`src/rtl/rop_pkg.sv`:
```
// Types and helpers shared by the branch trace FIFO and ROPDetector's range checks.
package rop_pkg;

  localparam int ADDR_W = 32;

  typedef logic [ADDR_W-1:0] addr_t;

  // Inclusive unsigned window test; an inverted window (start > end) matches nothing.
  function automatic logic in_trampoline(input addr_t addr, input addr_t start_a, input addr_t end_a);
    return (start_a <= addr) && (addr <= end_a);
  endfunction

endpackage

```
`src/rtl/branch_trace_fifo_if.sv`:
```
// Trace push side and FIFO read side of the branch trace buffer.
// Handshake: a trace address is offered whenever iTrace_Valid=1 and is never back-pressured
// (it is stored, filtered or counted as dropped); iFifo_RdEn pops only when oFifo_Empty=0,
// and the popped entry appears on oFifo_Data one cycle later.
interface branch_trace_fifo_if #(
  parameter int ADDR_W = 32
);
  logic              iTrace_Valid;
  logic [ADDR_W-1:0] iTrace_Addr;
  logic              iFifo_RdEn;
  logic [ADDR_W-1:0] oFifo_Data;
  logic              oFifo_Empty;

  modport master (
    output iTrace_Valid, iTrace_Addr, iFifo_RdEn,
    input  oFifo_Data, oFifo_Empty
  );

  modport slave (
    input  iTrace_Valid, iTrace_Addr, iFifo_RdEn,
    output oFifo_Data, oFifo_Empty
  );
endinterface

```
`src/rtl/trace_ram.sv`:
```
// DEPTH x ADDR_W storage: one write port, one registered read port that clears on reset.
module trace_ram #(
  parameter int DEPTH  = 16,
  parameter int ADDR_W = 32
) (
  input  logic                     clk_i,
  input  logic                     rst_ni,
  input  logic                     we_i,
  input  logic [$clog2(DEPTH)-1:0] waddr_i,
  input  logic [ADDR_W-1:0]        wdata_i,
  input  logic                     re_i,
  input  logic [$clog2(DEPTH)-1:0] raddr_i,
  output logic [ADDR_W-1:0]        rdata_o
);

  logic [ADDR_W-1:0] mem_q [DEPTH];
  logic [ADDR_W-1:0] rdata_q;

  always_ff @(posedge clk_i) begin
    if (we_i) mem_q[waddr_i] <= wdata_i;
  end

  // A same-address write and read in one cycle returns the old entry (oldest when full).
  always_ff @(posedge clk_i) begin
    if (!rst_ni)   rdata_q <= '0;
    else if (re_i) rdata_q <= mem_q[raddr_i];
  end

  assign rdata_o = rdata_q;

endmodule

```
`src/rtl/branch_trace_fifo.sv`:
```
// Branch target trace buffer with optional trampoline-window filter and overflow statistics.
module branch_trace_fifo #(
  parameter int ADDR_W = rop_pkg::ADDR_W,
  parameter int DEPTH  = 16,
  parameter int CNT_W  = 16
) (
  input  logic                     iClk,
  input  logic                     iRsn,
  branch_trace_fifo_if.slave       bus,
  input  logic                     iFilter_En,
  input  logic [ADDR_W-1:0]        iTRAMPOLINE_START,
  input  logic [ADDR_W-1:0]        iTRAMPOLINE_END,
  output logic [$clog2(DEPTH):0]   oLevel,
  output logic                     oOverflow,
  input  logic                     iClr_Overflow,
  output logic [CNT_W-1:0]         oDropCnt
);
  import rop_pkg::*;

  localparam int AW = $clog2(DEPTH);
  localparam int PW = AW + 1;
  localparam logic [PW-1:0] FULL_LVL = PW'(DEPTH);

  logic [PW-1:0]    wr_q, wr_d, rd_q, rd_d, lvl_q, lvl_d;
  logic             ovf_q, ovf_d;
  logic [CNT_W-1:0] drop_q, drop_d;
  logic             push_req, pop, push, drop, full;

  assign full     = (lvl_q == FULL_LVL);
  assign push_req = bus.iTrace_Valid &&
                    (!iFilter_En || in_trampoline(bus.iTrace_Addr, iTRAMPOLINE_START, iTRAMPOLINE_END));
  assign pop      = bus.iFifo_RdEn && (lvl_q != '0);
  assign push     = push_req && (!full || pop);
  assign drop     = push_req && full && !pop;

  always_comb begin
    wr_d   = wr_q;
    rd_d   = rd_q;
    lvl_d  = lvl_q;
    ovf_d  = ovf_q;
    drop_d = drop_q;
    if (push) wr_d = wr_q + PW'(1);
    if (pop)  rd_d = rd_q + PW'(1);
    if (push && !pop)      lvl_d = lvl_q + PW'(1);
    else if (pop && !push) lvl_d = lvl_q - PW'(1);
    if (iClr_Overflow) begin
      ovf_d  = 1'b0;
      drop_d = '0;
    end else if (drop && (drop_q != '1)) begin
      drop_d = drop_q + CNT_W'(1);
    end
    // A drop coinciding with a clear still leaves the sticky flag set.
    if (drop) ovf_d = 1'b1;
  end

  always_ff @(posedge iClk) begin
    if (!iRsn) begin
      wr_q   <= '0;
      rd_q   <= '0;
      lvl_q  <= '0;
      ovf_q  <= 1'b0;
      drop_q <= '0;
    end else begin
      wr_q   <= wr_d;
      rd_q   <= rd_d;
      lvl_q  <= lvl_d;
      ovf_q  <= ovf_d;
      drop_q <= drop_d;
    end
  end

  trace_ram #(
    .DEPTH  (DEPTH),
    .ADDR_W (ADDR_W)
  ) u_ram (
    .clk_i   (iClk),
    .rst_ni  (iRsn),
    .we_i    (push && iRsn),
    .waddr_i (wr_q[AW-1:0]),
    .wdata_i (bus.iTrace_Addr),
    .re_i    (pop),
    .raddr_i (rd_q[AW-1:0]),
    .rdata_o (bus.oFifo_Data)
  );

  assign bus.oFifo_Empty = (lvl_q == '0);
  assign oLevel          = lvl_q;
  assign oOverflow       = ovf_q;
  assign oDropCnt        = drop_q;

endmodule

```
`src/flat_wrapper.sv`:
```
// flat-port wrapper written by rule: the top's interface ports become plain ports
module branch_trace_fifo_flat import rop_pkg::*;
#(
  parameter int ADDR_W = rop_pkg::ADDR_W,
  parameter int DEPTH  = 16,
  parameter int CNT_W  = 16
)
  (iClk, iRsn, iFilter_En, iTRAMPOLINE_START, iTRAMPOLINE_END, oLevel, oOverflow, iClr_Overflow, oDropCnt, bus_iTrace_Valid, bus_iTrace_Addr, bus_iFifo_RdEn, bus_oFifo_Data, bus_oFifo_Empty);
  branch_trace_fifo_if #(.ADDR_W(ADDR_W)) bus_i ();
  input  logic iClk;
  input  logic iRsn;
  input  logic iFilter_En;
  input  logic [ADDR_W-1:0] iTRAMPOLINE_START;
  input  logic [ADDR_W-1:0] iTRAMPOLINE_END;
  output logic [$clog2(DEPTH):0] oLevel;
  output logic oOverflow;
  input  logic iClr_Overflow;
  output logic [CNT_W-1:0] oDropCnt;
  input wire logic [$bits(bus_i.iTrace_Valid)-1:0] bus_iTrace_Valid;
  input wire logic [$bits(bus_i.iTrace_Addr)-1:0] bus_iTrace_Addr;
  input wire logic [$bits(bus_i.iFifo_RdEn)-1:0] bus_iFifo_RdEn;
  output wire logic [$bits(bus_i.oFifo_Data)-1:0] bus_oFifo_Data;
  output wire logic [$bits(bus_i.oFifo_Empty)-1:0] bus_oFifo_Empty;
  assign bus_i.iTrace_Valid = bus_iTrace_Valid;
  assign bus_i.iTrace_Addr = bus_iTrace_Addr;
  assign bus_i.iFifo_RdEn = bus_iFifo_RdEn;
  assign bus_oFifo_Data = bus_i.oFifo_Data;
  assign bus_oFifo_Empty = bus_i.oFifo_Empty;
  branch_trace_fifo #(.ADDR_W(ADDR_W), .DEPTH(DEPTH), .CNT_W(CNT_W)) u_core (.iClk(iClk), .iRsn(iRsn), .bus(bus_i), .iFilter_En(iFilter_En), .iTRAMPOLINE_START(iTRAMPOLINE_START), .iTRAMPOLINE_END(iTRAMPOLINE_END), .oLevel(oLevel), .oOverflow(oOverflow), .iClr_Overflow(iClr_Overflow), .oDropCnt(oDropCnt));
endmodule
```
`config.mk`:
```
export PLATFORM = sky130hd
export DESIGN_NAME = branch_trace_fifo_flat
export DESIGN_NICKNAME = d
export VERILOG_FILES = /design/src/rtl/rop_pkg.sv /design/src/rtl/branch_trace_fifo_if.sv /design/src/rtl/trace_ram.sv /design/src/rtl/branch_trace_fifo.sv /design/src/flat_wrapper.sv
export SDC_FILE = /design/constraint.sdc
export NUM_CORES = 1
export LEC_CHECK = 0
export CAP_MARGIN = 40
export CORE_ASPECT_RATIO = 0.9
export CORE_MARGIN = 4
export CORE_UTILIZATION = 54
export DETAILED_ROUTE_END_ITERATION = 8
export GPL_TIMING_DRIVEN = 0
export PLACE_DENSITY_LB_ADDON = 0.2
export SLEW_MARGIN = 40
export SYNTH_ARGS = -nofsm -noshare
export SYNTH_HDL_FRONTEND = slang
export SYNTH_HIERARCHICAL = 1
export SYNTH_SLANG_ARGS = --single-unit
```
`constraint.sdc`:
```
create_clock -name iClk -period 8.04 [get_ports iClk]
set_input_delay 2.01 -clock iClk [delete_from_list [all_inputs] [get_ports iClk]]
set_output_delay 2.01 -clock iClk [all_outputs]
set_load 0.02 [all_outputs]
```
=== Word level (Yosys, flattened, before mapping) ===
Memory sizes are Yosys's and may differ from the RTL's. A register that Yosys moved wholly into a read port is not among the register bits.
Cells that the tools add are included.

* Register bits: 32
* Latch bits: 0
* RAM bits: 512
* ROM bits: 0
* Input bits: 102
* Logic and storage cells: 44
* Memories kept: 1

* Add/sub/neg operators: 5
* Multipliers: 0
* Divide/modulo/power cells: 0
* Magnitude comparators: 2
* Equal/unequal tests: 2
* Shifts and indexed selects: 0
* Muxes and demuxes: 6
* Bitwise gates (word level): 1
* Reduce and logical (&&, ||, !) cells: 22

{| class="wikitable"
|+ Memories
! memory !! depth !! width !! rd ports !! clocked after Yosys merged registers in !! write ports !! RTL line !! RTL
|-
| u_core.u_ram.mem_q || 16 || 32 || 1 || 1 || 1 || trace_ram.sv:16 || <nowiki>logic [ADDR_W-1:0] mem_q [DEPTH];</nowiki>
|}

{| class="wikitable"
|+ Operators by type and width
! kind !! number
|-
| $le 32x32->1 || 2
|-
| $add 16x1->16 const B || 1
|-
| $ne 16x16->1 const B || 1
|-
| $add 5x1->5 const B || 3
|-
| $logic_and 1x1->1 || 10
|-
| $mux 5 || 2
|-
| $eq 5x5->1 const B || 1
|-
| $logic_not 1->1 || 5
|-
| $logic_not 5->1 || 1
|-
| $reduce_bool 5->1 || 1
|-
| $sub 5x1->5 const B || 1
|-
| $mux 1 || 4
|-
| $reduce_bool 2->1 || 2
|-
| $logic_or 1x1->1 || 2
|-
| $reduce_or 2->1 || 1
|-
| $not 1->1 || 1
|}

=== Logic depth before layout (Yosys ltp) ===
* Depth after elaboration: 9
* Depth in mapped cells: 17

=== Cells and area by module ===
Netlist, hierarchy kept.

{| class="wikitable"
|+ Modules (own cells, without submodules)
! module !! instances !! cells an instance !! area each (um^2) !! sequential area each (um^2)
|-
| trace_ram || 1 || 1216 || 20866.3 || 16015.4
|-
| branch_trace_fifo || 1 || 408 || 3206.8 || 600.6
|}

=== Least setup slack after synthesis ===
OpenSTA, ideal clock, no wires.

* Path type: input port to flip-flop
* Start point: input port iTRAMPOLINE_END[25]
* End point: memory u_core.u_ram.mem_q[0][0] (enable)
* Arrival time: 6704 ps
* Data required time: 7579 ps
* Slack: 875 ps
* Stages: 12
* Buffers on the path: 0
* Path through: inv_1 ha_1 a21o_1 nand3_1 a21oi_1 or4_1 o211ai_2 nand3_1 nor2_1 and2_1 or3b_2 nor3_1

* Cells in the longest elaborated chain, start to end: 8

{| class="wikitable"
|+ Ends and longest elaborated chain
! element !! RTL line !! RTL
|-
| start, declared || flat_wrapper.sv:14 || <nowiki>input logic [ADDR_W-1:0] iTRAMPOLINE_END;</nowiki>
|-
| $le 32x32->1 || rop_pkg.sv:10 || <nowiki>return (start_a <= addr) && (addr <= end_a);</nowiki>
|-
| $logic_and 1x1->1 || rop_pkg.sv:10 ||
|-
| $logic_or 1x1->1 || branch_trace_fifo.sv:31 || <nowiki>(!iFilter_En || in_trampoline(bus.iTrace_Addr, iTRAMPOLINE_START, iTRAMPOLINE_END));</nowiki>
|-
| $logic_and 1x1->1 || branch_trace_fifo.sv:30 || <nowiki>assign push_req = bus.iTrace_Valid &&</nowiki>
|-
| $logic_and 1x1->1 || branch_trace_fifo.sv:33 || <nowiki>assign push = push_req && (!full || pop);</nowiki>
|-
| $logic_and 1x1->1 || branch_trace_fifo.sv:78 || <nowiki>.we_i (push && iRsn),</nowiki>
|-
| $mux 1 || trace_ram.sv:20 || <nowiki>if (we_i) mem_q[waddr_i] <= wdata_i;</nowiki>
|-
| $mux 1 (implied by the code) || trace_ram.sv:20 ||
|-
| end, declared || trace_ram.sv:16 ||
|}

Every way passes these cells.

=== Worst setup path in the final report ===
* Start point: input port bus_iTrace_Addr[10]
* End point: memory u_core.u_ram.mem_q[0][15] (enable)

* Cells in the longest elaborated chain, start to end: 8
* Elaborated cells between the ends (all ways): 9

{| class="wikitable"
|+ Ends and longest elaborated chain
! element !! RTL line !! RTL
|-
| start, declared || flat_wrapper.sv:20 || <nowiki>input wire logic [$bits(bus_i.iTrace_Addr)-1:0] bus_iTrace_Addr;</nowiki>
|-
| $le 32x32->1 || rop_pkg.sv:10 ||
|-
| $logic_and 1x1->1 (*) || rop_pkg.sv:10 ||
|-
| $logic_or 1x1->1 (*) || branch_trace_fifo.sv:31 ||
|-
| $logic_and 1x1->1 (*) || branch_trace_fifo.sv:30 ||
|-
| $logic_and 1x1->1 (*) || branch_trace_fifo.sv:33 ||
|-
| $logic_and 1x1->1 (*) || branch_trace_fifo.sv:78 ||
|-
| $mux 1 (*) || trace_ram.sv:20 ||
|-
| $mux 1 (implied by the code) (*) || trace_ram.sv:20 ||
|}

Mark *: on every way between the ends. The rest lies on a longest branch, timed or not.

==> impl_metrics.py <==
metrics = {
    "sta": {
        "relSlewSlack_pct": 41.7,
        "worst_pin_slew_ps": 867,
        "hold_slack_ps": 455,
        "finalHoldViolations": 0,
        "fin_crit_ps": 7290,
        "rsz0062_at_grt": "no",
        "drv_slew": 0,
        "fmax_ghz": 0.137,
        "finalSetupViolations": 0,
        "skew_ps": 14.6,
        "post-route-period-util_pct": 90.7,
    },
    "die": {
        "die_area_um2": 48000,
        "ioPinCount": 157,
        "die_w_um": 231,
        "num_rows": 73,
        "core_um2": 44100,
        "die_h_um": 208,
        "start_util_pct": 54.6,
    },
    "critical_path": {
        "critPathBufInv": 5,
        "reg2reg_slack_ps": 4510,
        "max_stage_delay_ps": 930,
        "path_class": "in -> reg",
        "worstPathRequired_ps": 8330,
        "arrival_ps": 7580,
        "cp_common_cell": "buf_4",
        "r2r_cells": 8,
        "start_kind": "input pin",
        "rr_startpoint": "u_core/oLevel[0]",
        "critical-path-top-delay-family": "simple AND/OR/NAND/NOR gates",
        "crit_chain": "clkdlybuf4s50_1 -> inv_1 -> ha_1 -> nand4_1 -> nor4_1 -> a2111oi_1 -> o31ai_4 -> nand3_1 -> nor2_1 -> and2_1 -> or3b_2 -> nor3_2 -> buf_4 -> buf_4 -> buf_2",
        "end_kind": "register",
        "worst-path-max-fanout": 18,
        "r2r_end": "u_core/u_ram/rdata_o[26]",
        "slowest_stage": "clkdlybuf4s50_1",
    },
    "placement": {
        "gp_congestion": 0.836,
        "post-dp-hpwl_um": 40900,
        "port_buffers": 156,
        "placed_area_um2": 27300,
    },
    "yosys": {
        "synth_edf_count": 512,
        "yosysWarnings": 6,
        "yosysTopAreaCell": "edfxtp_1",
        "yosysSeqAreaShare_pct": 69.0,
        "syn_avg_cell_area_um2": 14.8,
        "yosysMostFrequentCell": "edfxtp_1",
        "syn_area_um2": 24100,
        "ys_top_cells_by_count": "512 x edfxtp_1, 261 x mux2i_1, 128 x nand2_1, 111 x nand3_1, 104 x a21oi_1",
        "synth_flop_cell": "edfxtp_1",
        "yosysUniqueCellTypes": 60,
        "synth-seq-cells": 574,
        "synth_async_sr_flop_share_pct": 0,
        "synth_cells": 1624,
        "synth_area_leaders": "edfxtp_1 64%, mux2i_1 11%, dfxtp_1 5.2%, ha_1 3.7%, nand3_1 2.3%",
        "synth.top_cell.area_share_pct": 63.9,
        "syn_nets": 1798,
    },
    "global_routing": {
        "grt_pass1_vias": 14748,
        "grt_overflow": 0,
        "antenna_found_initial": 2,
        "grt_max_degree": 19,
        "track_usage_pct": 24.7,
        "grt_pass1_wl_um": 89800,
    },
    "detailed_routing": {
        "vias": 14753,
        "vias_per_cell": 5.83,
        "drt_wl_total_um": 60100,
        "initialDrtViolationCount": 1401,
        "ant_nets": 0,
        "drc": 0,
        "firstDrtPassIters": 5,
        "wl_per_cell_um": 23.7,
    },
    "clocking": {
        "cts-buffers-inserted": 55,
        "cts_hold_buf": 0,
        "root_buffer": "clkbuf_16",
        "ctsResizeCount": 0,
        "clkTransAtPathRegs_ps": 60,
        "clock_sinks": 574,
        "htreeDepth": 2,
        "cts_tree": "yes",
        "clock_path_buffers": 3,
        "post_cts_buffers": 0,
        "insertion_delay_ps": 590,
    },
    "worst_hold_path": {
        "hold_end": "u_core/u_ram/rdata_o[21]",
        "worstHoldStart": "u_core/u_ram/rdata_o[21]",
        "hold_class": "reg -> reg",
        "holdPathStages": 2,
    },
    "final_layout": {
        "syn_to_final_growth_pct": 21.4,
        "stdcell_area_um2": 29200,
        "n_fill_cell": 3113,
        "n_antenna_cell": 0,
        "drive_gt1_share_pct": 10.3,
        "num-nets-final": 2059,
        "seqCellArea_um2": 16600,
        "multi_input_area_um2": 6800,
    },
    "job": {
        "maxCapViolations": 0,
    },
    "power": {
        "vdd_ir_drop_max_mv": 0.221,
        "p_per_area_nw_per_um2": 248,
        "p_leak_uw": 0.00974,
    },
    "status": {
        "status": "completed",
    },
}
[area by class of cell]
cell class,instances,share of cell area [%]
sequential,574,56.8
multi-input combinational,910,23.3
timing repair buffer,204,8.00
clock buffer,82,5.44
tap,600,2.57
buffer,72,1.77
clock inverter,21,1.22
inverter,68,0.873
[metal layers]
layer  share of wire, %  up-vias  global-route usage, %  routed length [µm]
met4                2.4        4                   6.07                1460
met3                8.0       98                   4.53                4800
met2                 47      586                   40.3               28500
met1                 42     7325                   34.9               25300
li1                   -     6740                      -                   -
met5              0.040        -                      0                  24
[per-stage QoR]
stage	power [µW]	cells	worst slack, ps	utilization (%)	TNS [ps]
5_1_grt	7500	2531	452	66.3	0
2_1_floorplan	4040	1624	875	-	0
3_5_place_dp	4530	2428	189	61.8	0
3_3_place_gp	4500	2380	-3780	59.8	-1016040
4_1_cts	7270	2531	779	66.3	0
6_report	7240	2531	747	66.3	0
[sequential cells by signal (all words and copies together), names as in the netlist]
name	cells
u_core/oLevel	5
u_core/oDropCnt	16
u_core/u_ram/rdata_o	32
u_core/rd_q	4
u_core/wr_q	4
u_core/u_ram/mem_q	512
u_core/oOverflow	1
[power by group]
part / internal (µW) / total [µW] / leakage (µW) / switching (µW)
combinational: 416 / 1070 / 0.00367 / 652
sequential: 3340 / 3420 / 0.00511 / 72.1
clock: 1690 / 2760 / 0.000953 / 1070
[worst min-delay path: cells and delay by family, from the launching register on]
family	cells	cell delay (ps)
DFF	1	330
and+or+nand+nor	2	100
[kinds of logic (layout without fill, tap and decap cells)]
| group | count (synthesis) | after routing | share of synthesized area [%] |
|---|---|---|---|
| AO/OA/AOI/OAI | 219 | 219 | 5.62 |
| XOR/XNOR | 9 | 9 | 0.327 |
| adder cells (fa/ha/maj) | 72 | 72 | 3.77 |
| buffers and inverters | 140 | 447 | 3.21 |
| flip-flops | 574 | 574 | 69.0 |
| multiplexers | 261 | 261 | 10.9 |
| AND/OR/NAND/NOR | 349 | 349 | 7.19 |
[worst max path at each step]
stage / startpoint / endpoint / slack, ps / depth (start not counted)
CTS: bus_iTrace_Addr[10] / u_core/u_ram/mem_q[0][17] / 780 / 15
global route: bus_iTrace_Addr[10] / u_core/u_ram/mem_q[0][15] / 450 / 15
floorplan: iTRAMPOLINE_END[25] / u_core/u_ram/mem_q[0][0] / 880 / 12
global placement: bus_iTrace_Addr[31] / u_core/u_ram/mem_q[0][14] / -3780 / 11
finish: bus_iTrace_Addr[10] / u_core/u_ram/mem_q[0][15] / 750 / 15
detailed placement: bus_iTrace_Addr[10] / u_core/u_ram/mem_q[0][14] / 190 / 15
[layout by cell type (no fill, tap or decap), types with 23 or more instances in the layout]
| cell | n |
|---|---|
| a21oi_1 | 104 |
| a22oi_1 | 64 |
| buf_4 | 23 |
| clkbuf_1 | 47 |
| clkbuf_16 | 57 |
| clkdlybuf4s50_1 | 156 |
| dfxtp_1 | 62 |
| edfxtp_1 | 512 |
| ha_1 | 71 |
| inv_1 | 68 |
| mux2i_1 | 261 |
| nand2_1 | 128 |
| nand3_1 | 111 |
Note: power is estimated with default switching activity, not from simulation.
